**src/rtl/zrx_pkg.sv**
```systemverilog
// Shared types and helpers for the z bus receive path: sample type, filter states, ReLU and 7-seg decode.
// No logic of its own; latency and backpressure live in the modules that import it.
package zrx_pkg;

  localparam int ZRX_DATA_W = 4;

  typedef logic signed [ZRX_DATA_W-1:0] z_t;

  typedef enum logic {
    SETTLE = 1'b0,
    WAIT   = 1'b1
  } filt_state_t;

  function automatic z_t relu(input z_t z);
    return z[ZRX_DATA_W-1] ? z_t'(0) : z;
  endfunction

  // Active-low segments {g,f,e,d,c,b,a}.
  function automatic logic [6:0] hex7(input logic [3:0] v);
    logic [6:0] seg;
    case (v)
      4'h0: seg = 7'b1000000;
      4'h1: seg = 7'b1111001;
      4'h2: seg = 7'b0100100;
      4'h3: seg = 7'b0110000;
      4'h4: seg = 7'b0011001;
      4'h5: seg = 7'b0010010;
      4'h6: seg = 7'b0000010;
      4'h7: seg = 7'b1111000;
      4'h8: seg = 7'b0000000;
      4'h9: seg = 7'b0010000;
      4'hA: seg = 7'b0001000;
      4'hB: seg = 7'b0000011;
      4'hC: seg = 7'b1000110;
      4'hD: seg = 7'b0100001;
      4'hE: seg = 7'b0000110;
      default: seg = 7'b0001110;
    endcase
    return seg;
  endfunction

endpackage

```
**src/rtl/z_stable_filter.sv**
```systemverilog
// Synchronises the strobe-less z bus and emits a one-cycle accept pulse once a value has been stable for STABLE_CYCLES samples.
// Latency SYNC_STAGES+STABLE_CYCLES edges to the pulse; no backpressure, the pulse is never held off.
module z_stable_filter
  import zrx_pkg::*;
#(
  parameter int DATA_W        = 4,
  parameter int SYNC_STAGES   = 2,
  parameter int STABLE_CYCLES = 16
) (
  input  logic              i_clk,
  input  logic              i_rst_n,
  input  logic [DATA_W-1:0] i_z_async,
  input  logic [DATA_W-1:0] i_held_z,
  output logic              o_acc_vld,
  output logic [DATA_W-1:0] o_acc_dat,
  output logic              o_busy
);

  localparam int CW = (STABLE_CYCLES > 2) ? $clog2(STABLE_CYCLES) : 1;
  localparam logic [CW-1:0] CNT_LAST = CW'(STABLE_CYCLES - 1);

  logic [SYNC_STAGES-1:0][DATA_W-1:0] r_sync;
  logic [DATA_W-1:0]                  w_z_s;

  filt_state_t       r_state;
  filt_state_t       w_state_nxt;
  logic [DATA_W-1:0] r_cand;
  logic [DATA_W-1:0] w_cand_nxt;
  logic [CW-1:0]     r_cnt;
  logic [CW-1:0]     w_cnt_nxt;
  logic              r_have_first;
  logic              r_busy;
  logic              w_acc;

  always_ff @(posedge i_clk or negedge i_rst_n) begin
    if (!i_rst_n) begin
      r_sync <= '0;
    end else begin
      r_sync <= {r_sync[SYNC_STAGES-2:0], i_z_async};
    end
  end

  assign w_z_s = r_sync[SYNC_STAGES-1];

  always_ff @(posedge i_clk or negedge i_rst_n) begin
    if (!i_rst_n) begin
      r_state      <= SETTLE;
      r_cand       <= '0;
      r_cnt        <= '0;
      r_have_first <= 1'b0;
      r_busy       <= 1'b0;
    end else begin
      r_state <= w_state_nxt;
      r_cand  <= w_cand_nxt;
      r_cnt   <= w_cnt_nxt;
      r_busy  <= (w_state_nxt == SETTLE);
      if (w_acc) begin
        r_have_first <= 1'b1;
      end
    end
  end

  // A settled value equal to the one already held is a glitch that came back: no new sample.
  always_comb begin
    w_state_nxt = r_state;
    w_cand_nxt  = r_cand;
    w_cnt_nxt   = r_cnt;
    w_acc       = 1'b0;
    if (w_z_s != r_cand) begin
      w_cand_nxt  = w_z_s;
      w_cnt_nxt   = '0;
      w_state_nxt = SETTLE;
    end else if (r_state == SETTLE) begin
      if (r_cnt != CNT_LAST) begin
        w_cnt_nxt = r_cnt + 1'b1;
      end else begin
        w_state_nxt = WAIT;
        w_acc       = !r_have_first || (r_cand != i_held_z);
      end
    end
  end

  assign o_acc_vld = w_acc;
  assign o_acc_dat = r_cand;
  assign o_busy    = r_busy;

endmodule

```
**src/rtl/z_rx_stage.sv**
```systemverilog
// FPGA2 z bus receive stage: filtered sample + ReLU held on valid/ready, sticky overrun, wrapping sample counter.
// Latency SYNC_STAGES+STABLE_CYCLES+1 edges bus->valid; a new sample overwrites an unconsumed one and sets overrun. ZRX_HEX_EN adds o_hex0.
module z_rx_stage
  import zrx_pkg::*;
#(
  parameter int DATA_W        = 4,
  parameter int SYNC_STAGES   = 2,
  parameter int STABLE_CYCLES = 16,
  parameter int CNT_W         = 8
) (
  input  logic              i_clk,
  input  logic              i_rst_n,
  input  logic [DATA_W-1:0] i_gpio_z_async,
  input  logic              i_out_ready,
  output logic              o_out_valid,
  output logic [DATA_W-1:0] o_out_z,
  output logic [DATA_W-1:0] o_out_act,
  output logic              o_overrun,
  output logic [CNT_W-1:0]  o_sample_cnt,
`ifdef ZRX_HEX_EN
  output logic [6:0]        o_hex0,
`endif
  output logic              o_busy
);

  logic              w_acc_vld;
  logic [DATA_W-1:0] w_acc_dat;
  logic [DATA_W-1:0] w_act;

  logic              r_out_valid;
  logic [DATA_W-1:0] r_out_z;
  logic [DATA_W-1:0] r_out_act;
  logic              r_overrun;
  logic [CNT_W-1:0]  r_sample_cnt;

  z_stable_filter #(
    .DATA_W        (DATA_W),
    .SYNC_STAGES   (SYNC_STAGES),
    .STABLE_CYCLES (STABLE_CYCLES)
  ) u_filter (
    .i_clk     (i_clk),
    .i_rst_n   (i_rst_n),
    .i_z_async (i_gpio_z_async),
    .i_held_z  (r_out_z),
    .o_acc_vld (w_acc_vld),
    .o_acc_dat (w_acc_dat),
    .o_busy    (o_busy)
  );

  generate
    if (DATA_W == ZRX_DATA_W) begin : g_pkg_relu
      assign w_act = relu(z_t'(w_acc_dat));
    end else begin : g_wide_relu
      assign w_act = w_acc_dat[DATA_W-1] ? '0 : w_acc_dat;
    end
  endgenerate

  // An accept always wins over the transfer; it only counts as overrun if nobody took the old sample.
  always_ff @(posedge i_clk or negedge i_rst_n) begin
    if (!i_rst_n) begin
      r_out_valid  <= 1'b0;
      r_out_z      <= '0;
      r_out_act    <= '0;
      r_overrun    <= 1'b0;
      r_sample_cnt <= '0;
    end else if (w_acc_vld) begin
      r_out_valid  <= 1'b1;
      r_out_z      <= w_acc_dat;
      r_out_act    <= w_act;
      r_sample_cnt <= r_sample_cnt + 1'b1;
      if (r_out_valid && !i_out_ready) begin
        r_overrun <= 1'b1;
      end
    end else if (r_out_valid && i_out_ready) begin
      r_out_valid <= 1'b0;
    end
  end

`ifdef ZRX_HEX_EN
  logic [6:0] r_hex0;

  always_ff @(posedge i_clk or negedge i_rst_n) begin
    if (!i_rst_n) begin
      r_hex0 <= 7'b1000000;
    end else if (w_acc_vld) begin
      r_hex0 <= hex7(4'(w_act));
    end
  end

  assign o_hex0 = r_hex0;
`endif

  assign o_out_valid  = r_out_valid;
  assign o_out_z      = r_out_z;
  assign o_out_act    = r_out_act;
  assign o_overrun    = r_overrun;
  assign o_sample_cnt = r_sample_cnt;

endmodule

```
**config.mk**
```make
export PLATFORM = sky130hd
export DESIGN_NAME = z_rx_stage
export DESIGN_NICKNAME = d
export VERILOG_FILES = /design/src/rtl/zrx_pkg.sv /design/src/rtl/z_stable_filter.sv /design/src/rtl/z_rx_stage.sv
export SDC_FILE = /design/constraint.sdc
export NUM_CORES = 1
export LEC_CHECK = 0
export BUFFER_PORTS_ARGS = -buffer_cell sky130_fd_sc_hd__buf_2
export CAP_MARGIN = 0
export CORE_UTILIZATION = 57
export CTS_CLUSTER_DIAMETER = 50
export DETAILED_ROUTE_END_ITERATION = 7
export PLACE_DENSITY = 0.81
export SYNTH_ARGS = -nofsm -noshare
export SYNTH_HDL_FRONTEND = slang
export SYNTH_SLANG_ARGS = --single-unit
```
**constraint.sdc**
```tcl
create_clock -name i_clk -period 2.54 [get_ports i_clk]
set_clock_uncertainty 0.1 [all_clocks]
set_input_delay 0.508 -clock i_clk [delete_from_list [all_inputs] [get_ports i_clk]]
set_output_delay 0.508 -clock i_clk [all_outputs]
set_load 0.02 [all_outputs]
```
After elaboration in Yosys (flattened, before gate mapping):

Cells that the tools add are included.

* logic and storage cells: 40
* ROM bits: 0
* RAM bits: 0
* register bits after elaboration: 37
* latch bits: 0
* output and inout port bits: 19
* memories: 0

* reductions and logical operators: 9
* bitwise gates (word level): 1
* div/mod/pow operators: 0
* equality and inequality tests: 4
* magnitude comparators: 0
* multiply operators: 0
* add/sub/neg operators: 2
* shift operators: 0
* multiplexer cells: 12

Operator list (count)
* $mux 4: 3
* $add 8x1->8 const B: 1
* $mux 1: 8
* $ne 4x4->1: 2
* $add 4x1->4 const B: 1
* $ne 4x4->1 const B: 1
* $reduce_and 2->1: 2
* $reduce_bool 2->1: 2
* $mux 3: 1
* $logic_and 1x1->1: 2
* $logic_not 1->1: 2
* $ne 2x2->1 const B: 1
* $logic_or 1x1->1: 1
* $not 1->1: 1

Longest topological paths before layout:

Gate-level depths: netlist of the first run.

* depth in word-level cells: 6
* mapped depth: 6
* depth with buffers taken out: 5

Cells and area by module:

A second synthesis of the first run with hierarchy kept.

* cells, all modules: 107
* area total of the unflattened synthesis: 1432.6 µm²

Modules (own cells, without submodules)
* z_stable_filter: cells an instance 52, area each 718.2 µm², times used 1
* z_rx_stage: cells an instance 55, area each 714.4 µm², times used 1

Worst setup path before layout of the first run:

No wires, ideal clock.

* path type: register -> register
* from: reg u_filter.r_cand[3] (netlist: u_filter.o_acc_dat[3])
* to: reg r_sample_cnt[7] (netlist: o_sample_cnt[7])
* stages on the path, launching flop included: 7
* buffers on the path: 1
* arrival time: 1.555 ns
* required time: 2.361 ns
* setup time: 0.079 ns
* period minus slack after synthesis: 1.734 ns
* setup slack: 0.806 ns
* cell sequence: dfrtp_1 xnor2_1 nand4_1 a311o_1 buf_6 nor3_2 xor2_1

* word-level cells in the longest chain between the ends: 5
* elaborated cells on any way between the ends: 6
* classes of those cells: 2 x eq/ne; 3 x mux; 1 x reduce/logical

Ends and longest elaborated chain
* start, declared: RTL line z_stable_filter.sv:27 `logic [DATA_W-1:0] r_cand;`
* start signal, assigned: RTL line z_stable_filter.sv:54 `r_cand <= w_cand_nxt;`
* $ne 4x4->1: RTL line z_stable_filter.sv:78 `w_acc = !r_have_first || (r_cand != i_held_z);`
* $logic_or 1x1->1: RTL line z_stable_filter.sv:78
* $mux 1: RTL line z_stable_filter.sv:74 `if (r_cnt != CNT_LAST) begin`
* $mux 1: RTL line z_stable_filter.sv:73 `end else if (r_state == SETTLE) begin`
* $mux 1 *: RTL line z_stable_filter.sv:69 `if (w_z_s != r_cand) begin`
* end signal, assigned: RTL line z_rx_stage.sv:70 `r_sample_cnt <= r_sample_cnt + 1'b1;`
* end, declared: RTL line z_rx_stage.sv:34 `logic [CNT_W-1:0] r_sample_cnt;`

Every way passes the cells marked *; elsewhere a longest branch is shown, timed or not.
A chain may end at the register's enable or synchronous reset.

Final worst setup path of the first run:

* from: reg u_filter.r_cand[0] (netlist: u_filter.o_acc_dat[0])
* to: reg r_sample_cnt[5] (netlist: o_sample_cnt[5])

Same word-level chain as after synthesis.

==> results of run 1 <==
[through the flow]
| stage | setup slack, ns | cells |
|---|---|---|
| after floorplan | 0.806 | 109 |
| after global placement | 0.436 | 154 |
| after detailed placement | 0.333 | 154 |
| after CTS | 0.307 | 162 |
| after global routing | 0.180 | 162 |
| final | 0.346 | 162 |
[critical path, cell delays in order (launching register included)]
cell	delay, ns
dfrtp_1	0.43
xnor2_1	0.19
nand4_1	0.26
a311o_1	0.64
nor3_1	0.35
xor2_1	0.17
[layer usage]
metal | global-route usage [%] | vias to the layer above | wire (um)
met1 | 22.1 | 390 | 894
met3 | 8.77 | 5 | 103
met2 | 27.5 | 17 | 934
met4 | 12.2 | 0 | 58
li1 | - | 401 | -
met5 | 0 | - | 0
[power by group through the flow]
stage	clock [mW]	combinational (mW)	sequential (mW)
final	0.305	0.0296	0.591
after floorplan	0	0.0168	0.601
after CTS	0.322	0.0310	0.592
after global placement	0	0.0303	0.603
after global routing	0.343	0.0349	0.593
after detailed placement	0	0.0310	0.603
[registers in the layout (all words and copies together), names as in the netlist]
name	flops
u_filter.w_z_s	4
u_filter.o_busy	1
o_out_act	3
o_out_valid	1
o_overrun	1
o_sample_cnt	8
o_out_z	4
u_filter.r_cnt	4
u_filter.r_state	1
u_filter.r_have_first	1
u_filter.r_sync	4
u_filter.o_acc_dat	4
[cell usage after synthesis, drive strengths merged]
library cell   n  share of area [%]
a311o          1               0.71
a31oi          1               0.45
buf            3                1.7
clkbuf         4                1.1
conb           1               0.27
dfrtp         36                 64
ha             2                1.8
inv            3               0.80
mux2           5                4.0
mux2i          1               0.71
nand2          6                1.6
nand2b         5                2.2
nand3          2               0.71
nand4          4                1.8
nand4b         1               0.62
nor2           7                1.9
nor3           4                2.1
o21ai          3                1.1
o21bai         1               0.54
or2            1               0.45
xnor2          8                5.0
xor2          10                6.2
[cell type report]
type                       count  area, um^2  area share (%)
sequential                    36         901            57.1
multi-input combinational     63         452            28.6
timing repair buffer          24         120            7.61
clock buffer                   8        58.8            3.73
tap                           28        35.0            2.22
inverter                       3        11.3           0.714
[cells by family (layout without fill, tap and decap cells)]
kind of cell,Yosys count,in the layout,synth area share (%)
other,1,1,0.267
AOI/OAI and AO/OA,6,6,2.77
xor gates and xnor gates,18,18,11.2
muxes,6,6,4.73
and+or+nand+nor,30,30,11.4
adders and majority gates,2,2,1.78
buffers and inverters,10,35,3.57
DFF,36,36,64.2
[final timing paths]
| check | to | slack (ns) | cells past startpoint |
|---|---|---|---|
| setup / recovery | o_sample_cnt[5] | 0.35 | 5 |
| hold / removal | u_filter.r_cnt[0] | 0.13 | 1 |
| setup reg to reg | o_sample_cnt[5] | 0.35 | 5 |
| hold reg to reg | u_filter.w_z_s[0] | 0.26 | 0 |
| max in group asynchronous | u_filter.w_z_s[2] | 1.73 | 1 |
| min in group i_clk | u_filter.r_sync[1] | 0.17 | 1 |
==> impl_metrics.csv, run 1 <==
group,metric,value,unit
global_route,grtUsageTotal,18.8,%
sta,hold_violations,0,
sta,maxSlewHeadroom,44.2,%
detailed_routing,wl,1990,um
floorplanning,ios,26,
setup_path,start_kind,"flop",
global_route,grt_overflow_total,0,
clocking,cts_max_path_buffers,2,
sta,slew_violations,0,
setup_path,end_kind,"flop",
clocking,clkLatencyLatePin,0.34,ns
sta,rsz0062_at_grt,"false",
clocking,cts_hold_buf,0,
clocking,cts_buffers,5,
final_layout,finish.utilization,69.3,%
detailed_routing,num_vias,813,
setup_path,crit_required,2.70,ns
pwr,p_total,0.925,mW
pwr,p_leak,0.828,nW
clocking,root_buffer,"clkbuf_4",
final_layout,diodes,0,
floorplanning,dieArea,2660,um^2
worst_hold_path,worstHoldPathType,"input pin to async pin",
floorplanning,fp-row-count,17,
global_route,antenna_found_initial,0,
placement,dp_hpwl,1450,um
clocking,cts_setup_buffers,0,
synth,avgSynthCellArea,12.9,um^2
setup_path,path_class,"flop to flop",
floorplanning,die_width,51.6,um
setup_path,critPathMaxFanout,21,
detailed_routing,antenna_left,0,
clocking,cts_sinks,36,
sta,hold_ws,0.132,ns
sta,setup_tns,0,ns
synth,yosys_warnings,0,
clocking,cts.repair.resized,0,
global_route,grt_pass1_vias,769,
synth,netlist_area,1400,um^2
sta,fmax,456,MHz
setup_path,cp.arrival,2.36,ns
sta,layout_min_cycle_time,2.19,ns
global_route,grt_pass1_wl,3350,um
detailed_routing,via_per_inst,5.02,
setup_path,regToRegStartpoint,"u_filter.o_acc_dat[0]",
pwr,power_density,586,nW/um^2
run_status,status,"finished, final reports clean",
final_layout,fin_area,1580,um^2
pwr,intPower,0.732,mW
final_layout,mostFrequentLayoutCells,"dfrtp_1 (36), buf_2 (24), xor2_1 (10)",
clocking,cts_tree,"built",
floorplanning,core-area,2280,um^2
placement,place.gp.congestion,0.721,
pwr,p_switching,0.194,mW
placement,io_buffers,24,
pwr,vdd_drop_max,493,uV
run,maxCapViolations,0,
detailed_routing,drt-initial-drc-count,7,
detailed_routing,wl_per_cell,12.3,um
pwr,swShare,20.9,%
sta,finalSetupViolCount,0,
final_layout,final_nets,142,
synth,synth_nets,118,
detailed_routing,drc_errors,0,
floorplanning,die_h,51.6,um
pwr,p_clk_share,32.9,%
synth,syn-instance-count,109,
synth,ys_seq_area_share,64.2,%
final_layout,n_fill_cell,175,
floorplanning,initial_utilization,61.6,%
clocking,cts-htree-levels,2,
synth,ys_ff_latch,36,
placement,dpl_cell_area,1520,um^2
global_route,grt_max_degree,37,
synth,synth_cell_types,25,
sta,period_share,86.4,%
final_layout,mostFrequentLayoutCell,"dfrtp_1",
final_layout,syn_to_final_growth,12.5,%
clocking,path_clk_slew,0.09,ns
final_layout,drive_above_1_share,28.4,%
setup_path,worstSetupStartpoint,"u_filter.o_acc_dat[0]",
sta,max_slew.worst_pin.slew,0.838,ns
detailed_routing,firstDrtPassIters,4,
pwr,p_comb_share,3.2,%
pwr,seq_power_share,63.9,%
Power figures use the tool's default switching activity.
==> run 2: changes to the inputs <==
==> constraint.sdc (replaced) <==
create_clock -name i_clk -period 2.54 [get_ports i_clk]
set_clock_uncertainty 0.1 [all_clocks]
set_input_delay 0.254 -clock i_clk [delete_from_list [all_inputs] [get_ports i_clk]]
set_output_delay 0.254 -clock i_clk [all_outputs]
set_load 0.02 [all_outputs]
==> run 2 against run 1 <==
Against the previous run:
- sequential cell count is the same
- combinational power grew 21%
- critical path type unchanged
- count of clock-buffer cells in the layout stayed put
- largest power group unchanged
- via count rose by 1.7%
- design area grew 3.2%
- worst setup slack is essentially flat
- fmax about the same
- register-to-register slack about the same
- sequential share of layout area down 1.8 points
- clock power about the same
- power up 0.78%
==> impl_metrics.csv, run 2 (synthesis gave the netlist of run 1 again) <==
group,metric,value,unit
setup_path,crit_required,2.70,ns
pwr,p_total,0.932,mW
clocking,path_clk_slew,0.09,ns
detailed_routing,drt-initial-drc-count,7,
sta,finalSetupViolCount,0,
sta,maxSlewHeadroom,44.2,%
placement,pre_cts_ws,0.333,ns
final_layout,multiInputGateArea,452,um^2
final_layout,final_nets,147,
floorplanning,core-area,2280,um^2
detailed_routing,wl,2040,um
sta,setup_tns,0,ns
sta,rsz0062_at_grt,"false",
setup_path,critPathMaxFanout,21,
pwr,p_switching,0.196,mW
detailed_routing,firstDrtPassIters,4,
clocking,cts_setup_buffers,0,
pwr,p_clk_share,32.8,%
setup_path,r2r_setup_slack,0.35,ns
pwr,intPower,0.737,mW
clocking,cts_sinks,36,
pwr,p_comb_share,3.8,%
clocking,cts-htree-levels,2,
final_layout,finish.utilization,71.5,%
global_route,antenna_found_initial,0,
global_route,grtUsageTotal,19.1,%
detailed_routing,highest_layer,"met4",
setup_path,start_kind,"flop",
run_status,status,"finished, final reports clean",
pwr,vdd_drop_max,501,uV
placement,dp_hpwl,1450,um
floorplanning,dieArea,2660,um^2
placement,io_buffers,24,
final_layout,register_area,901,um^2
detailed_routing,num_vias,827,
clocking,root_buffer,"clkbuf_4",
clocking,cts.repair.resized,0,
clocking,cts_buffers,5,
sta,hold_violations,0,
sta,slew_violations,0,
sta,fmax,456,MHz
final_layout,drive_above_1_share,27.3,%
sta,fin_ws,0.346,ns
sta,layout_min_cycle_time,2.19,ns
run,maxCapViolations,0,
setup_path,path_class,"flop to flop",
clocking,clkLatencyLatePin,0.34,ns
detailed_routing,wl_per_cell,12.2,um
detailed_routing,met2_length,959,um
detailed_routing,drc_errors,0,
clocking,cts_max_path_buffers,2,
setup_path,crit_chain,"xnor2_1, nand4_1, a311o_1, nor3_1, xor2_1",
detailed_routing,wl_met3,102,um
global_route,grt_max_degree,37,
detailed_routing,via_per_inst,4.95,
final_layout,mostFrequentLayoutCell,"dfrtp_1",
final_layout,n_fill_cell,168,
clocking,cts_hold_buf,5,
setup_path,critPathMaxStageDelay,0.64,ns
sta,period_share,86.4,%
pwr,seq_power_share,63.4,%
floorplanning,fp-row-count,17,
global_route,grt_overflow_total,0,
clocking,cts_tree,"built",
placement,place.gp.congestion,0.721,
worst_hold_path,worstHoldPathType,"input pin to flop",
floorplanning,die_width,51.6,um
floorplanning,ios,26,
pwr,swShare,21.0,%
detailed_routing,wl_met1,924,um
detailed_routing,antenna_left,0,
setup_path,critPathSlowestCell,"a311o_1",
sta,max_slew.worst_pin.slew,0.838,ns
global_route,grt_pass1_wl,3410,um
floorplanning,die_h,51.6,um
final_layout,syn_to_final_growth,16.1,%
pwr,p_leak,0.849,nW
final_layout,diodes,0,
floorplanning,initial_utilization,61.6,%
setup_path,end_kind,"flop",
global_route,grt_pass1_vias,788,
setup_path,cp.arrival,2.36,ns
pwr,power_density,573,nW/um^2
final_layout,largest_reg_flops,8,
final_layout,mostFrequentLayoutCells,"dfrtp_1 (36), buf_2 (24), xor2_1 (10)",
-- run 2: cell types whose count changed in the layout (fill, tap and decap cells not counted), sizes merged --
cell         change
dlygate4sd3      +5
-- run 2: final timing paths --
kind / start / endpoint / depth (start not counted)
max in group asynchronous: i_rst_n / u_filter.w_z_s[2] / 2
min in group asynchronous: i_rst_n / u_filter.r_cnt[0] / 2
worst max-delay path: u_filter.o_acc_dat[0] / o_sample_cnt[5] / 5
worst min register to register: u_filter.r_sync[0] / u_filter.w_z_s[0] / 0
worst max register to register: u_filter.o_acc_dat[0] / o_sample_cnt[5] / 5
worst min-delay path: i_out_ready / o_out_valid / 3
-- run 2: through the flow --
stage	hold slack [ns]	instance area, um^2	std cells
global route	0.0793	1630	167
CTS	0.0665	1630	167
global placement	0.234	1520	154
detailed placement	0.239	1520	154
finish	0.0829	1630	167
floorplan	-0.142	1400	109
-- run 2: area by class of cell --
type                            count  area share, %
Timing Repair Buffer               29           10.5
Sequential cell                    36           55.3
Inverter                            3          0.692
Clock buffer                        8           3.61
Tap cell                           28           2.15
Multi-Input combinational cell     63           27.7
-- run 2: metal layers --
metal	track usage, %	up-vias
met5	0	-
met3	8.77	5
met2	28.6	17
li1	-	411
met4	12.2	0
met1	22.1	394
-- run 2: critical path, delay by kind of cell, from the launching register on --
kind,cells,cell delay [ns]
compound gates,1,0.64
xor+xnor,2,0.36
flops,1,0.43
simple gates,2,0.61
-- run 2: power groups by stage --
stage | clock (mW) | sequential, mW | combinational [mW]
floorplan | 0 | 0.601 | 0.0168
global placement | 0 | 0.603 | 0.0303
detailed placement | 0 | 0.603 | 0.0310
CTS | 0.322 | 0.592 | 0.0368
global route | 0.343 | 0.593 | 0.0412
finish | 0.306 | 0.591 | 0.0358
